[src/rtl/spike_packetizer.sv]
// Spike packetizer: snapshots fired neurons at each step start, looks up each
// neuron's destination and streams one packet per neuron as LSB-first flits.
module spike_packetizer #(
  parameter int NUM_NEURONS          = 4,
  parameter int NEURON_CNT_BIT_WIDTH = 2,
  parameter int packet_size          = 32,
  parameter int flit_size            = 4,
  parameter int x_address_length     = 8,
  parameter int y_address_length     = 8,
  parameter int AXON_CNT_BIT_WIDTH   = 1
) (
  input  logic                                                            neuron_clk,
  input  logic                                                            rst_n,
  input  logic                                                            start,
  input  logic [NUM_NEURONS-1:0]                                          spike_in,
  input  logic                                                            cfg_we,
  input  logic [NEURON_CNT_BIT_WIDTH-1:0]                                 cfg_addr,
  input  logic [AXON_CNT_BIT_WIDTH+y_address_length+x_address_length:0]   cfg_data,
  input  logic                                                            router_full,
  output logic [flit_size-1:0]                                            data_out,
  output logic                                                            write_en,
  output logic                                                            busy,
  output logic                                                            done,
  output logic                                                            overrun
);

  localparam int FLITS  = packet_size / flit_size;
  localparam int CNT_W  = (FLITS > 1) ? $clog2(FLITS) : 1;
  localparam int DEST_W = AXON_CNT_BIT_WIDTH + y_address_length + x_address_length;

  typedef enum logic {IDLE, SEND} state_t;

  state_t                          state, state_nxt;
  logic [NUM_NEURONS-1:0]          pending, pending_nxt, clear_mask;
  logic [packet_size-1:0]          shift, shift_nxt;
  logic [CNT_W-1:0]                flit_cnt, flit_cnt_nxt;
  logic [DEST_W:0]                 dest_tbl [NUM_NEURONS];
  logic [NEURON_CNT_BIT_WIDTH-1:0] sel;
  logic                            last_accept;

  assign busy = (pending != '0) || (state != IDLE);

  // Lowest pending index wins, so neurons leave in ascending order.
  always_comb begin
    sel = '0;
    for (int i = NUM_NEURONS - 1; i >= 0; i--) begin
      if (pending[i]) sel = NEURON_CNT_BIT_WIDTH'(i);
    end
  end

  always_comb begin
    state_nxt    = state;
    shift_nxt    = shift;
    flit_cnt_nxt = flit_cnt;
    clear_mask   = '0;
    last_accept  = 1'b0;
    write_en     = 1'b0;
    data_out     = '0;
    case (state)
      IDLE: begin
        if (pending != '0) begin
          clear_mask[sel] = 1'b1;
          // An invalid entry simply drops the neuron after one decision cycle.
          if (dest_tbl[sel][DEST_W]) begin
            shift_nxt               = '0;
            shift_nxt[DEST_W-1:0]   = dest_tbl[sel][DEST_W-1:0];
            flit_cnt_nxt            = '0;
            state_nxt               = SEND;
          end
        end
      end
      SEND: begin
        data_out = shift[flit_size-1:0];
        write_en = ~router_full;
        if (!router_full) begin
          shift_nxt    = shift >> flit_size;
          flit_cnt_nxt = flit_cnt + 1'b1;
          if (flit_cnt == CNT_W'(FLITS - 1)) begin
            last_accept = 1'b1;
            state_nxt   = IDLE;
          end
        end
      end
      default: state_nxt = IDLE;
    endcase
    pending_nxt = (pending & ~clear_mask) | (start ? spike_in : '0);
  end

  always_ff @(posedge neuron_clk or negedge rst_n) begin
    if (!rst_n) begin
      state    <= IDLE;
      pending  <= '0;
      shift    <= '0;
      flit_cnt <= '0;
      done     <= 1'b0;
      overrun  <= 1'b0;
    end else begin
      state    <= state_nxt;
      pending  <= pending_nxt;
      shift    <= shift_nxt;
      flit_cnt <= flit_cnt_nxt;
      done     <= last_accept && (pending == '0) && !start;
      overrun  <= start && busy;
    end
  end

  always_ff @(posedge neuron_clk or negedge rst_n) begin
    if (!rst_n) begin
      for (int i = 0; i < NUM_NEURONS; i++) dest_tbl[i] <= '0;
    end else if (cfg_we) begin
      dest_tbl[cfg_addr] <= cfg_data;
    end
  end

endmodule

[config.mk]
export PLATFORM = sky130hd
export DESIGN_NAME = spike_packetizer
export DESIGN_NICKNAME = d
export VERILOG_FILES = /design/src/rtl/spike_packetizer.sv
export SDC_FILE = /design/constraint.sdc
export NUM_CORES = 1
export LEC_CHECK = 0
export ABC_AREA = 1
export CORE_ASPECT_RATIO = 1.75
export CORE_UTILIZATION = 58
export DETAILED_ROUTE_END_ITERATION = 12
export HOLD_SLACK_MARGIN = 0.15
export PLACE_DENSITY_LB_ADDON = 0.25
export SETUP_SLACK_MARGIN = 0.2
export SLEW_MARGIN = 5
export SYNTH_ARGS = -nofsm -noshare
export SYNTH_HDL_FRONTEND = slang
export SYNTH_SLANG_ARGS = --single-unit
[constraint.sdc]
create_clock -name neuron_clk -period 2.3 [get_ports neuron_clk]
set_clock_uncertainty 0.2 [all_clocks]
set_input_delay 0.46 -clock neuron_clk [delete_from_list [all_inputs] [get_ports neuron_clk]]
set_output_delay 0.46 -clock neuron_clk [all_outputs]
set_load 0.005 [all_outputs]
# --- Word level (Yosys, flattened, before mapping) ---
# Cells that the tools add are included.
word_totals:
  in_bits: 29
  wordCells: 70
  output_inout_bits: 8
  regBits: 114
classes:
  add_sub_neg: 1
  muxes: 33
  magnitude_cmp: 5
  reduce_logical: 10
  n_bitwise: 7
  n_eq_ne: 4
op_table:
  columns: ["operator", "n"]
  rows:
  - ["$mux 32", 3]
  - ["$bwmux 72", 1]
  - ["$pmux 32 s2", 1]
  - ["$mux 18", 3]
  - ["$bmux 18 s2", 1]
  - ["$demux 18 s2", 1]
  - ["$mux 4", 4]
  - ["$mux 1", 9]
  - ["$mux 3", 3]
  - ["$mux 2", 4]
  - ["$ge 3x3->1 const B", 2]
  - ["$ne 2x2->1 const B", 3]
  - ["$not 2->3", 2]
  - ["$pmux 3 s2", 1]
  - ["$logic_and 1x1->1", 5]
  - ["$and 4x4->4", 1]
  - ["$logic_not 4->1", 1]
  - ["$not 4->4", 1]
  - ["$or 4x4->4", 1]
  - ["$reduce_bool 4->1", 1]
  - ["$add 3x1->3 const B", 1]
  - ["$eq 3x3->1 const B", 1]
  - ["$lt 2x3->1 const B", 1]
  - ["$lt 3x1->1 const B", 1]
  - ["7 further kinds", 8]

# --- Logic depth before layout (Yosys ltp) ---
# Gate-level depths: netlist of run 1.
depth:
  word_depth: 13
  ltp_mapped: 12
  depth_no_buf: 11

# --- Least setup slack after synthesis of run 1 ---
# OpenSTA, ideal clock, no wires.
synth_timing:
  path_kind: "register -> output"
  startpoint: "register state"
  endpoint: "output port data_out[0]"
  n_path_buf: 2
  slack_ps: 630
  required_time_ps: 1640
  path_stages_with_launch: 5
  arrival_time_ps: 1010
  cell_sequence: "dfrtp_1 -> clkbuf_1 -> clkbuf_1 -> nand2_1 -> inv_1"
synth_between:
  elab_chain_cells: 1
synth_rtl:
  columns: ["item", "line_no", "source"]
  rows:
  - ["start: declaration", "33", "state_t state, state_nxt;"]
  - ["start signal: assignment", "98", "state <= state_nxt;"]
  - ["$mux 4", "59", "case (state)"]
  - ["end: declaration", "20", "output logic [flit_size-1:0] data_out,"]
# Every way passes these cells.

# --- Worst setup path after layout of run 1 ---
layout_timing:
  startpoint: "register state"
  endpoint: "output port data_out[1]"
# Same word-level chain as after synthesis.

==> results of run 1 <==
==> metrics by stage <==
stage                     cell area (µm²)  total power [mW]  hold WS (ns)
after floorplan                      4540              3.17       -0.0356
after global placement               5040              3.55         0.262
after detailed placement             5040              3.63         0.270
after CTS                            5390              5.22         0.285
after global routing                 5430              5.56         0.308
final                                5430              5.23         0.286
==> routing by layer <==
layer / vias to the layer above / GRT usage / routed length (µm) / part of all wire
li1: 1896 / - / - / -
met1: 1868 / 0.369 / 4150 / 0.38
met2: 145 / 0.482 / 5570 / 0.52
met3: 37 / 0.0527 / 566 / 0.052
met4: 0 / 0.175 / 503 / 0.047
met5: - / 0 / 0 / 0
==> critical path, cell delays in order (launching register included) <==
cell	delay, ns
dfrtp_2	0.40
nand2_1	0.06
inv_1	0.05
clkdlybuf4s50_1	0.48
==> power by group through the flow <==
stage	clock, mW	sequential, mW	combinational, mW
2_1_floorplan	0	2.24	0.928
3_3_place_gp	0	2.29	1.27
3_5_place_dp	0	2.30	1.33
4_1_cts	1.57	2.27	1.38
5_1_grt	1.64	2.31	1.60
6_report	1.55	2.28	1.41
==> cells in the final DEF (no fill, tap or decap), types with 2 or more instances in the layout <==
cell	synthesis	layout
ha_1	2	2
nor2_2	3	3
nand2_2	3	3
bufinv_16	0	2
dlymetal6s2s_1	0	4
a21oi_1	4	4
nand3_1	98	98
clkbuf_16	0	9
clkbuf_1	20	5
dfrtp_1	99	98
inv_1	32	32
o21ai_0	83	83
nand2_4	2	3
buf_6	1	3
nand2_1	190	190
buf_12	0	5
clkdlybuf4s50_1	0	30
buf_4	2	12
==> sequential cells by signal, indices dropped and copies added, names as in the netlist <==
| name | flops |
|---|---|
| done | 1 |
| state | 1 |
| shift | 17 |
| flit_cnt | 3 |
| overrun | 1 |
| dest_tbl | 72 |
| pending | 4 |
==> area by class of cell <==
class / count / area [µm²]
sequential: 99 / 2480
clock buffer: 14 / 244
tap: 88 / 110
fill: 610 / 2140
timing repair buffer: 56 / 589
multi-input combinational: 393 / 1800
inverter: 36 / 143
clock inverter: 2 / 60.1
==> path summary, 6_finish.rpt <==
path	to	startpoint	cells past startpoint	slack, ns
min in group asynchronous	overrun$_DFF_PN0_	rst_n	2	0.44
hold / removal	dest_tbl[49]$_DFFE_PN0P_	dest_tbl[49]$_DFFE_PN0P_	2	0.29
max in group asynchronous	dest_tbl[49]$_DFFE_PN0P_	rst_n	3	0.86
setup / recovery	data_out[1]	state$_DFF_PN0_	3	0.30
hold reg to reg	dest_tbl[49]$_DFFE_PN0P_	dest_tbl[49]$_DFFE_PN0P_	2	0.29
setup reg to reg	shift[15]$_DFFE_PN0P_	pending[2]$_DFF_PN0_	9	0.37
==> what timing repair did <==
item                                    in CTS  in global routing
setup buffers                                4                  0
pin swaps                                    0                  2
endpoints found under the hold margin       36                  0
endpoints found under the setup margin       6                 22
gates resized for setup                      4                 12
gates cloned                                 0                  1
hold buffers                                 1                  0
==> cell families (layout without fill, tap and decap cells) <==
logic type,Yosys count,after routing
buffers and inverters,68,108
adder cells (fa/ha/maj),2,2
flip-flops,99,99
AND/OR/NAND/NOR,301,302
AO/OA/AOI/OAI,89,89
==> flow_summary.ini, run 1 <==
[status]
status = finished, final reports clean

[drt]
wl_per_cell_um = 15.7
first_pass_iters = 5
drcViolationCount = 0
vias_per_cell = 5.74
num_vias = 3946
drt-total-wl_um = 10800
ant_nets = 0
drt_iter0_markers = 333

[cells_and_area]
nNetsFinal = 626
antennaDiodeCount = 0
drive_above_1_share = 0.0800
utilization = 0.717
syn_to_final_growth_pct = 19.6
instances_no_fill = 688

[timing]
fmax_mhz = 501
hold_violations = 0
max_slew_margin = 0.648
tightest_slew_ns = 0.528
finalCriticalPeriod_ns = 2.00
setup_viol = 0
grt_setup_unrepaired = true
report.final.slew_viol_count = 0
post-route-period-util = 0.868
setup_ws_ns = 0.303
setup_tns_ns = 0

[global_routing]
overflow = 0
antenna_found_initial = 0
grtUsageTotal = 0.302
grt_max_degree = 43
grt_pass1_wl_um = 18300
grt_pass1_vias = 3933

[pwr]
power.density_mw_per_mm2 = 964
power_frac_comb = 0.269
seqPwrFrac = 0.435
p_sw_frac = 0.316
p_int_mw = 3.58
vdd_ir_drop_max_v = 0.000678
p_leak_nw = 2.77
power_switching_mw = 1.65
p_clk_frac = 0.296

[critical_path]
critPathKind = flop to primary output
crit_arrival_ns = 1.34
cp.required_ns = 1.64
end_kind = primary output
cp-start-kind = flop
worstPathMaxFanout = 5

[worst_hold_path]
hp-class = flop to flop

[logic_synthesis]
synth-edff-count = 0
synth_top_family_by_area = simple AND/OR/NAND/NOR gates
synth_common_cells = 190 x nand2_1, 99 x dfrtp_1, 98 x nand3_1
synth_xor_area_frac = 0
syn_avg_cell_area_um2 = 8.12
synth-seq-area-share = 0.546
ys_ff_latch = 99
synth_area_mm2 = 0.00454
syn_inst = 559
synth_compound_area_frac = 0.0995
synth.area.mux_share = 0
synthDistinctLibCells = 24
yosysTopAreaCell = dfrtp_1
synth-main-ff-cell = dfrtp_1
synth_top_area_share = 0.546
synth-adder-area-share = 0.00551
yosysMostFrequentCell = nand2_1
synth_area_leaders = dfrtp_1 55%, nand2_1 16%, nand3_1 11%
synth_simple_gate_area_frac = 0.286
synth-warning-count = 0
synth-async-reset-ratio = 1.00
synth_nets = 590

[clock_tree]
clk_path_buf_depth = 2
cts.clk_slew.worst_paths_ns = 0.06
tritoncts = done
cts_made_buffers = 9
clock_latency_ns = 0.34
root_buffer = clkbuf_16
cts_max_level = 3
cts_sinks = 99

[place]
dp_slack_ns = 0.133
place_inst = 666
dp_hpwl_um = 6750
io_buffers = 36
place_congestion = 0.798

[die]
io_pins = 37
die_w_um = 68.9
core.rowCount = 42
core_mm2 = 0.00757
die-area_mm2 = 0.00820
dieHeight_um = 119
start_util = 0.600

[run]
cap_violations = 0
Note: power is estimated with default switching activity, not from simulation.
==> inputs of run 2 (changes only) <==
--- a/config.mk
+++ b/config.mk
@@ -11,7 +11,7 @@
 export DETAILED_ROUTE_END_ITERATION = 12
 export HOLD_SLACK_MARGIN = 0.15
 export PLACE_DENSITY_LB_ADDON = 0.25
-export SETUP_SLACK_MARGIN = 0.2
+export SETUP_SLACK_MARGIN = 0.15
 export SLEW_MARGIN = 5
 export SYNTH_ARGS = -nofsm -noshare
 export SYNTH_HDL_FRONTEND = slang
==> run 2 against run 1 <==
Compared with the run above:
- design area down 0.28%
- wire length down 0.88%
- die area unchanged
- first-iteration DRC count up 2.1%
- clock power about the same
- core utilization down 0.20 points
- critical path type unchanged
==> flow_summary.ini, run 2 (synthesized netlist as in run 1, its figures left out) <==
[worst_hold_path]
hp-class = flop to flop

[pwr]
power_switching_mw = 1.64
p_clk_frac = 0.296
power_frac_comb = 0.268
power.density_mw_per_mm2 = 963
p_leak_nw = 2.73
vdd_ir_drop_max_v = 0.000678
seqPwrFrac = 0.436
p_int_mw = 3.57
p_sw_frac = 0.314
power_mw = 5.22

[critical_path]
cp-start-kind = flop
crit_chain = buf_4 -> nor2_2 -> nand3_1 -> dlygate4sd2_1
max_stage_delay_ns = 0.43
cp_slowest_cell = dfrtp_2
crit_family = flip-flops
critPathBufInv = 2
crit_arrival_ns = 1.43
cp.required_ns = 1.64
critPathKind = flop to primary output
worstPathMaxFanout = 5
end_kind = primary output

[clock_tree]
cts_sinks = 99
clk_path_buf_depth = 2
cts.clk_slew.worst_paths_ns = 0.06
tritoncts = done
root_buffer = clkbuf_16
cts_max_level = 3
cts_made_buffers = 9
clock_latency_ns = 0.33

[drt]
vias_per_cell = 5.71
wl_per_cell_um = 15.6
first_pass_iters = 5
num_vias = 3925
ant_nets = 0
drt-total-wl_um = 10700
drt_iter0_markers = 340
drcViolationCount = 0

[global_routing]
overflow = 0
grt_pass1_vias = 3931
grt_max_degree = 43
grtUsageTotal = 0.302
grt_pass1_wl_um = 18300
antenna_found_initial = 0

[place]
dp_hpwl_um = 6750
place_congestion = 0.798
io_buffers = 36
placed_area_mm2 = 0.00504

[timing]
report.final.slew_viol_count = 0
finalCriticalPeriod_ns = 2.09
grt_setup_unrepaired = true
hold_violations = 0
fmax_mhz = 480
setup_tns_ns = 0
setup_viol = 0
max_slew_margin = 0.653
post-route-period-util = 0.907
tightest_slew_ns = 0.521

[die]
start_util = 0.600
die_w_um = 68.9
dieHeight_um = 119
core.rowCount = 42
core_mm2 = 0.00757
die-area_mm2 = 0.00820
io_pins = 37

[cells_and_area]
syn_to_final_growth_pct = 19.2
nNetsFinal = 625
largest_reg_flops = 72
final_cell_mix = 190 x nand2_1, 98 x nand3_1, 98 x dfrtp_1
antennaDiodeCount = 0
reg_top3 = dest_tbl (72), shift (17), pending (4)
final_common_cell = nand2_1
fin_area_mm2 = 0.00541
drive_above_1_share = 0.0768
top_register = dest_tbl

[run]
cap_violations = 0

[status]
status = finished, final reports clean
[run 2: layer usage]
metal | track usage | part of all wire | up-vias | routed length, µm
li1 | - | - | 1895 | -
met1 | 0.369 | 0.39 | 1852 | 4150
met2 | 0.482 | 0.52 | 146 | 5520
met3 | 0.0527 | 0.051 | 32 | 546
met4 | 0.175 | 0.045 | 0 | 478
met5 | 0 | 0 | - | 0
[run 2: final cells by class]
cell class                      count  area (µm²)
Timing Repair Buffer               56         581
Multi-Input combinational cell    392        1800
Clock inverter                      2        60.1
Sequential cell                    99        2480
Clock buffer                       14         244
Inverter                           36         143
Tap cell                           88         110
Fill cell                         610        2150
[run 2: final timing paths]
path	start	endpoint	slack, ns	cells past startpoint
min	dest_tbl[13]$_DFFE_PN0P_	dest_tbl[13]$_DFFE_PN0P_	0.28	2
min reg2reg	dest_tbl[13]$_DFFE_PN0P_	dest_tbl[13]$_DFFE_PN0P_	0.28	2
max in group asynchronous	rst_n	dest_tbl[49]$_DFFE_PN0P_	0.86	3
max reg2reg	pending[0]$_DFF_PN0_	shift[10]$_DFFE_PN0P_	0.36	9
min in group asynchronous	rst_n	overrun$_DFF_PN0_	0.44	2
max	state$_DFF_PN0_	busy	0.21	4
[run 2: timing repair]
action                                  CTS  global route
endpoints found under the setup margin    6            21
hold endpoints to repair                 36             0
gates resized for setup                   4             6
buffers inserted                          3             1
pin swaps                                 0             1
hold buffers                              1             0
[run 2: power by group through the flow]
stage	clock, mW	sequential (mW)	combinational (mW)
6_report	1.54	2.27	1.40
5_1_grt	1.64	2.31	1.60
4_1_cts	1.57	2.27	1.37
3_5_place_dp	0	2.30	1.33
3_3_place_gp	0	2.29	1.27
2_1_floorplan	0	2.24	0.928
[run 2: through the flow]
| stage | instances | setup WS, ns | utilization | hold slack [ns] |
|---|---|---|---|---|
| 2_1_floorplan | 559 | 0.630 | - | -0.0356 |
| 3_3_place_gp | 666 | 0.137 | 0.666 | 0.262 |
| 3_5_place_dp | 666 | 0.133 | 0.666 | 0.270 |
| 4_1_cts | 686 | 0.127 | 0.711 | 0.285 |
| 5_1_grt | 687 | 0.116 | 0.715 | 0.308 |
| 6_report | 687 | 0.215 | 0.715 | 0.284 |
[run 2: tightest hold or removal path, cell delays in order (launching register included)]
cell and delay, ns:
dfrtp_1 0.34, nand2_1 0.05, o21ai_0 0.06
